===== src/rtl/dmem_responder.sv =====
// CPU data-memory responder: DEPTH-word array behind a posted-write FIFO with read forwarding, plus a loader port.
// Optional feature macro DMEM_SCRUB_EN: when defined, a post-reset INIT sequence zeroes the array before RUN.
module dmem_responder #(
    parameter int WIDTH      = 32,
    parameter int ADDR_W     = 6,
    parameter int WBUF_DEPTH = 4
) (
    input  logic              clk,
    input  logic              reset,
    input  logic              dmem_w_en,
    input  logic [ADDR_W-1:0] dmem_addr,
    input  logic [WIDTH-1:0]  dmem_wdata,
    output logic [WIDTH-1:0]  dmem_rdata,
    output logic              dmem_stall,
    input  logic              ld_valid,
    input  logic [ADDR_W-1:0] ld_addr,
    input  logic [WIDTH-1:0]  ld_wdata,
    output logic              ld_ready,
    output logic              init_done,
    output logic              err_overflow
);
    localparam int DEPTH = 2 ** ADDR_W;
    localparam int PTR_W = $clog2(WBUF_DEPTH);
    localparam logic [PTR_W:0] FULL_CNT  = (PTR_W + 1)'(WBUF_DEPTH);
    localparam logic [PTR_W:0] STALL_CNT = (PTR_W + 1)'(WBUF_DEPTH - 1);

    logic [WIDTH-1:0]  mem       [DEPTH];
    logic [ADDR_W-1:0] fifo_addr [WBUF_DEPTH];
    logic [WIDTH-1:0]  fifo_data [WBUF_DEPTH];
    logic [PTR_W-1:0]  wr_ptr;
    logic [PTR_W-1:0]  rd_ptr;
    logic [PTR_W:0]    count;

    logic              in_run;
    logic              full;
    logic              drain;
    logic              enq;
    logic              mem_we;
    logic [ADDR_W-1:0] mem_waddr;
    logic [WIDTH-1:0]  mem_wdata;
    logic              hit;
    logic [WIDTH-1:0]  hit_data;
    logic [PTR_W-1:0]  hit_idx;

`ifdef DMEM_SCRUB_EN
    typedef enum logic {ST_INIT, ST_RUN} state_t;
    state_t            state;
    state_t            state_nxt;
    logic [ADDR_W-1:0] clear_cnt;
    logic [ADDR_W-1:0] clear_cnt_nxt;

    always_ff @(posedge clk or negedge reset) begin
        if (!reset) begin
            state     <= ST_INIT;
            clear_cnt <= '0;
        end else begin
            state     <= state_nxt;
            clear_cnt <= clear_cnt_nxt;
        end
    end

    always_comb begin
        state_nxt     = state;
        clear_cnt_nxt = clear_cnt;
        if (state == ST_INIT) begin
            clear_cnt_nxt = clear_cnt + 1'b1;
            if (clear_cnt == '1) begin
                state_nxt = ST_RUN;
            end
        end
    end

    assign in_run = (state == ST_RUN);
`else
    // Without the clear sequence the responder is in RUN from the first edge after reset.
    logic run_q;

    always_ff @(posedge clk or negedge reset) begin
        if (!reset) begin
            run_q <= 1'b0;
        end else begin
            run_q <= 1'b1;
        end
    end

    assign in_run = run_q;
`endif

    assign init_done  = in_run;
    assign full       = (count == FULL_CNT);
    assign drain      = in_run && (count != '0);
    // A full FIFO still accepts a store when the same edge pops an entry.
    assign enq        = dmem_w_en && (!full || drain);
    assign dmem_stall = (count >= STALL_CNT);
    assign ld_ready   = in_run && (count == '0) && !dmem_w_en && ld_valid;

    always_ff @(posedge clk or negedge reset) begin
        if (!reset) begin
            wr_ptr       <= '0;
            rd_ptr       <= '0;
            count        <= '0;
            err_overflow <= 1'b0;
        end else begin
            if (enq) begin
                wr_ptr <= wr_ptr + 1'b1;
            end
            if (drain) begin
                rd_ptr <= rd_ptr + 1'b1;
            end
            case ({enq, drain})
                2'b10:   count <= count + 1'b1;
                2'b01:   count <= count - 1'b1;
                default: count <= count;
            endcase
            if (dmem_w_en && !enq) begin
                err_overflow <= 1'b1;
            end
        end
    end

    always_ff @(posedge clk) begin
        if (enq) begin
            fifo_addr[wr_ptr] <= dmem_addr;
            fifo_data[wr_ptr] <= dmem_wdata;
        end
    end

    // Single array write port: clear, then FIFO drain, then loader.
    always_comb begin
        mem_we    = 1'b0;
        mem_waddr = '0;
        mem_wdata = '0;
        if (drain) begin
            mem_we    = 1'b1;
            mem_waddr = fifo_addr[rd_ptr];
            mem_wdata = fifo_data[rd_ptr];
        end else if (ld_ready) begin
            mem_we    = 1'b1;
            mem_waddr = ld_addr;
            mem_wdata = ld_wdata;
        end
`ifdef DMEM_SCRUB_EN
        if (state == ST_INIT) begin
            mem_we    = 1'b1;
            mem_waddr = clear_cnt;
            mem_wdata = '0;
        end
`endif
    end

    always_ff @(posedge clk) begin
        if (mem_we) begin
            mem[mem_waddr] <= mem_wdata;
        end
    end

    // Scan oldest to youngest so the last match left standing is the youngest entry.
    always_comb begin
        hit      = 1'b0;
        hit_data = '0;
        hit_idx  = '0;
        for (int unsigned i = 0; i < WBUF_DEPTH; i++) begin
            hit_idx = rd_ptr + PTR_W'(i);
            if (((PTR_W + 1)'(i) < count) && (fifo_addr[hit_idx] == dmem_addr)) begin
                hit      = 1'b1;
                hit_data = fifo_data[hit_idx];
            end
        end
    end

    always_comb begin
        dmem_rdata = mem[dmem_addr];
`ifdef DMEM_SCRUB_EN
        if ((state == ST_INIT) && (dmem_addr >= clear_cnt)) begin
            dmem_rdata = '0;
        end
`endif
        if (hit) begin
            dmem_rdata = hit_data;
        end
    end

endmodule

===== config.mk =====
export PLATFORM = sky130hd
export DESIGN_NAME = dmem_responder
export DESIGN_NICKNAME = d
export VERILOG_FILES = /design/src/rtl/dmem_responder.sv
export SDC_FILE = /design/constraint.sdc
export NUM_CORES = 2
export LEC_CHECK = 0
export CORE_MARGIN = 4
export CORE_UTILIZATION = 50
export CTS_BUF_LIST = sky130_fd_sc_hd__clkbuf_16
export CTS_CLUSTER_SIZE = 40
export DETAILED_ROUTE_END_ITERATION = 10
export PLACE_DENSITY = 0.66
export SYNTH_ARGS = -nofsm -noshare
export SYNTH_HDL_FRONTEND = slang
export SYNTH_SLANG_ARGS = --single-unit

===== constraint.sdc =====
create_clock -name clk -period 13.1 [get_ports clk]
set_clock_uncertainty 0.05 [all_clocks]
set_input_delay 2.62 -clock clk [delete_from_list [all_inputs] [get_ports clk]]
set_output_delay 2.62 -clock clk [all_outputs]
set_load 0.02 [all_outputs]

==> results.json <==
{
  "place_area_um2": 94000,
  "hold_class": "flip-flop to flip-flop",
  "viasPerCell": 6.57,
  "die_x_um": 431,
  "rsz0062_at_grt": "no",
  "post-dp-hpwl_um": 129000,
  "ios": 116,
  "h-tree-depth": 4,
  "drtIter0Drc": 5941,
  "period_share_pct": 75.5,
  "clock.fmax_mhz": 101,
  "crit_type": "input port to output pin",
  "max-slew-margin-rel_pct": 7.57,
  "netlist_area_um2": 89300,
  "reg2reg_depth": 8,
  "leakagePower_nw": 31.8,
  "cts-root-buf": "clkbuf_16",
  "clk-insertion-delay-late_ns": 0.85,
  "critical_path_required_ns": 10.43,
  "fin_area_um2": 101000,
  "final_nets": 4491,
  "cts_inserted_buffers": 212,
  "clk_pin_slew_ns": 0.06,
  "final_util_pct": 57.1,
  "cts.sinks": 2209,
  "critPathLaunchType": "input port",
  "grt_overflow": 0,
  "period_minus_slack_ns": 9.89,
  "hold_slack_ns": 0.418,
  "routed_wirelength_um": 233000,
  "final_hold_viol_count": 0,
  "startpoint": "dmem_addr[4]",
  "reg2reg_slack_ns": 8.07,
  "crit_path_frequent_cell": "buf_4",
  "io_buffer_count": 115,
  "finalSetupViolCount": 0,
  "async_flop_share_pct": 0.407,
  "setup_tns_ns": 0,
  "post-place-ws_ns": 3.25,
  "syn_area_per_cell_um2": 21.2,
  "chipHeight_um": 431,
  "crit_path_max_fanout": 50,
  "cts_max_path_buffers": 3,
  "row_count": 154,
  "drtPass1Iterations": 8,
  "dieArea_um2": 185000,
  "grt_util_all_layers_pct": 25.3,
  "syn2layout_area_growth_pct": 13.0,
  "vias": 45500,
  "synth-edff-count": 2200,
  "ys_seq_elements": 2209,
  "wl_per_cell_um": 33.7,
  "drive_gt1_share_pct": 28.2,
  "grt_pass1_vias": 45000,
  "tightest_slew_ns": 1.36,
  "cts_tree": "done",
  "core_um2": 177000,
  "synth_nets": 4291,
  "syn_inst": 4203,
  "grt_max_degree": 182,
  "cap_violations": 0,
  "max_stage_delay_ns": 0.91,
  "diodes": 0,
  "worst_ep_arrival_time_ns": 7.22,
  "netlist-cell-type-count": 75,
  "p_per_area_nw_per_um2": 191,
  "hold_buffers": 0,
  "vdd_drop_max_uv": 167,
  "yosys_warnings": 0,
  "drv_slew": 0,
  "r2r-start": "count[0]",
  "synth_area_leaders": "edfxtp_1 74%, mux4_2 16%, mux2i_1 1.5%, mux2_2 0.68%, nor2_1 0.62%",
  "grt_antenna_before_repair": 8,
  "layout_setup_ws_ns": 3.21,
  "routabilityCongestion": 0.847,
  "reg2reg_to": "mem[14][28]",
  "grt_pass1_wl_um": 334000,
  "postCtsSetupRepairBufs": 0,
  "drc": 0,
  "slowest_stage": "a222oi_1",
  "synth.top_cell.area_share_pct": 74.0,
  "crit_chain": "buf_4, buf_4, buf_4, and2_1, a221oi_1, a21o_1, a222oi_1, a22oi_1, clkdlybuf4s50_1",
  "endpoint": "dmem_rdata[7]",
  "outcome": "finished, final reports clean",
  "fill_cells": 12800,
  "start_util_pct": 50.5,
  "synth_flop_cell": "edfxtp_1",
  "cts_resized": 0,
  "synth_largest_area_cell": "edfxtp_1",
  "yosysSeqAreaShare_pct": 74.2,
  "ant_nets": 0,
  "critPathCaptureType": "output pin"
}
-- cell type report --
| class | count | area (um^2) | area share [%] |
|---|---|---|---|
| tap | 2340 | 2930 | 2.90 |
| clock buffer | 213 | 5330 | 5.28 |
| sequential | 2209 | 66300 | 65.7 |
| clock inverter | 185 | 1580 | 1.57 |
| multi-input combinational | 1712 | 22500 | 22.2 |
| inverter | 9 | 41.3 | 0.0409 |
| timing repair buffer | 259 | 2310 | 2.29 |
-- synth_stat cells, drive strengths merged (6+ instances only) --
| master | instances |
|---|---|
| edfxtp | 2200 |
| mux4 | 639 |
| buf | 161 |
| nor2 | 148 |
| nand2 | 139 |
| mux2i | 138 |
| clkbuf | 112 |
| a21oi | 94 |
| o21ai | 90 |
| mux2 | 54 |
| o221ai | 48 |
| a22oi | 37 |
| xnor2 | 31 |
| a211oi | 27 |
| o31ai | 26 |
| nor3 | 24 |
| or3 | 24 |
| o211ai | 19 |
| nand3 | 14 |
| and2 | 13 |
| a2111oi | 10 |
| dfrtp | 9 |
| inv | 9 |
| a21o | 8 |
| a22o | 8 |
| a31o | 8 |
| a31oi | 8 |
| ha | 8 |
| nor3b | 8 |
| a221oi | 7 |
| a2bb2oi | 7 |
| o22ai | 7 |
| o32ai | 7 |
| or4b | 7 |
| a32o | 6 |
| o21a | 6 |
-- where the power goes --
group,internal (mW),total (mW),switching [mW]
logic,1.17,3.88,2.71
clock network,3.42,6.04,2.62
registers,9.16,9.33,0.178
total,13.7,19.2,5.51
-- cells by family after synthesis --
family | count (synthesis) | synth area share, %
flip-flops | 2209 | 74.2
multiplexers | 831 | 18.4
AO/OA/AOI/OAI | 438 | 3.43
AND/OR/NAND/NOR | 402 | 2.03
buffers and inverters | 282 | 1.54
XOR/XNOR | 32 | 0.314
adder cells (fa/ha/maj) | 8 | 0.112
other | 1 | 0.00420
-- sequential cells by signal, summed over array words and instances, names as in the netlist --
signal        count
mem            2048
count             3
wr_ptr            2
rd_ptr            2
init_done         1
fifo_addr        24
fifo_data       128
err_overflow      1
-- cells in the final DEF (no fill, tap or decap), types with 7 or more instances in the layout --
cell type,instances
buf_4,140
nor3b_1,8
nor3_1,21
inv_1,44
dfrtp_1,7
nand3_1,14
clkinv_2,46
o32ai_1,7
clkinv_1,50
a22o_2,7
a31oi_1,8
o21ai_0,66
nor2_1,83
mux4_2,639
o211ai_1,16
a22oi_1,37
a21oi_1,94
inv_6,8
nor2_4,64
mux2i_1,135
a221oi_1,7
xnor2_1,30
bufinv_16,23
a21o_1,8
clkbuf_16,213
ha_1,8
o221ai_1,48
clkinvlp_4,10
mux2_2,54
clkdlybuf4s50_1,109
or3_1,24
and2_1,8
nand2_1,136
o31ai_1,26
a211oi_1,22
o21ai_4,22
edfxtp_1,2200
-- routing by layer --
layer	wire length (um)	GRT usage [%]	up-vias
met4	6750	7.33	6
met3	23000	4.82	426
li1	-	-	18300
met2	112000	39.7	2610
met1	92000	36.6	24200
met5	40	0	-
-- critical path: cells and delay by family --
kind                   cells  cell delay, ns
AO/OA/AOI/OAI              4            1.62
buffers and inverters      4            2.34
AND/OR/NAND/NOR            1            0.58
-- stage by stage --
step	total power, mW	std cells
4_1_cts	19.3	6927
2_1_floorplan	11.8	4203
3_5_place_dp	13.3	6529
6_report	19.2	6927
5_1_grt	19.9	6927
3_3_place_gp	13.2	6529
-- worst min-delay path by stage --
| stage | slack, ns | endpoint | cells after the start | from |
|---|---|---|---|---|
| finish | 0.42 | err_overflow | 1 | err_overflow |
| global route | 0.45 | err_overflow | 1 | err_overflow |
| CTS | 0.43 | err_overflow | 1 | err_overflow |
| detailed placement | 0.41 | err_overflow | 1 | err_overflow |
| global placement | 0.41 | err_overflow | 1 | err_overflow |
| floorplan | 0.49 | count[0] | 1 | count[0] |
(Power assumes the default switching activity.)
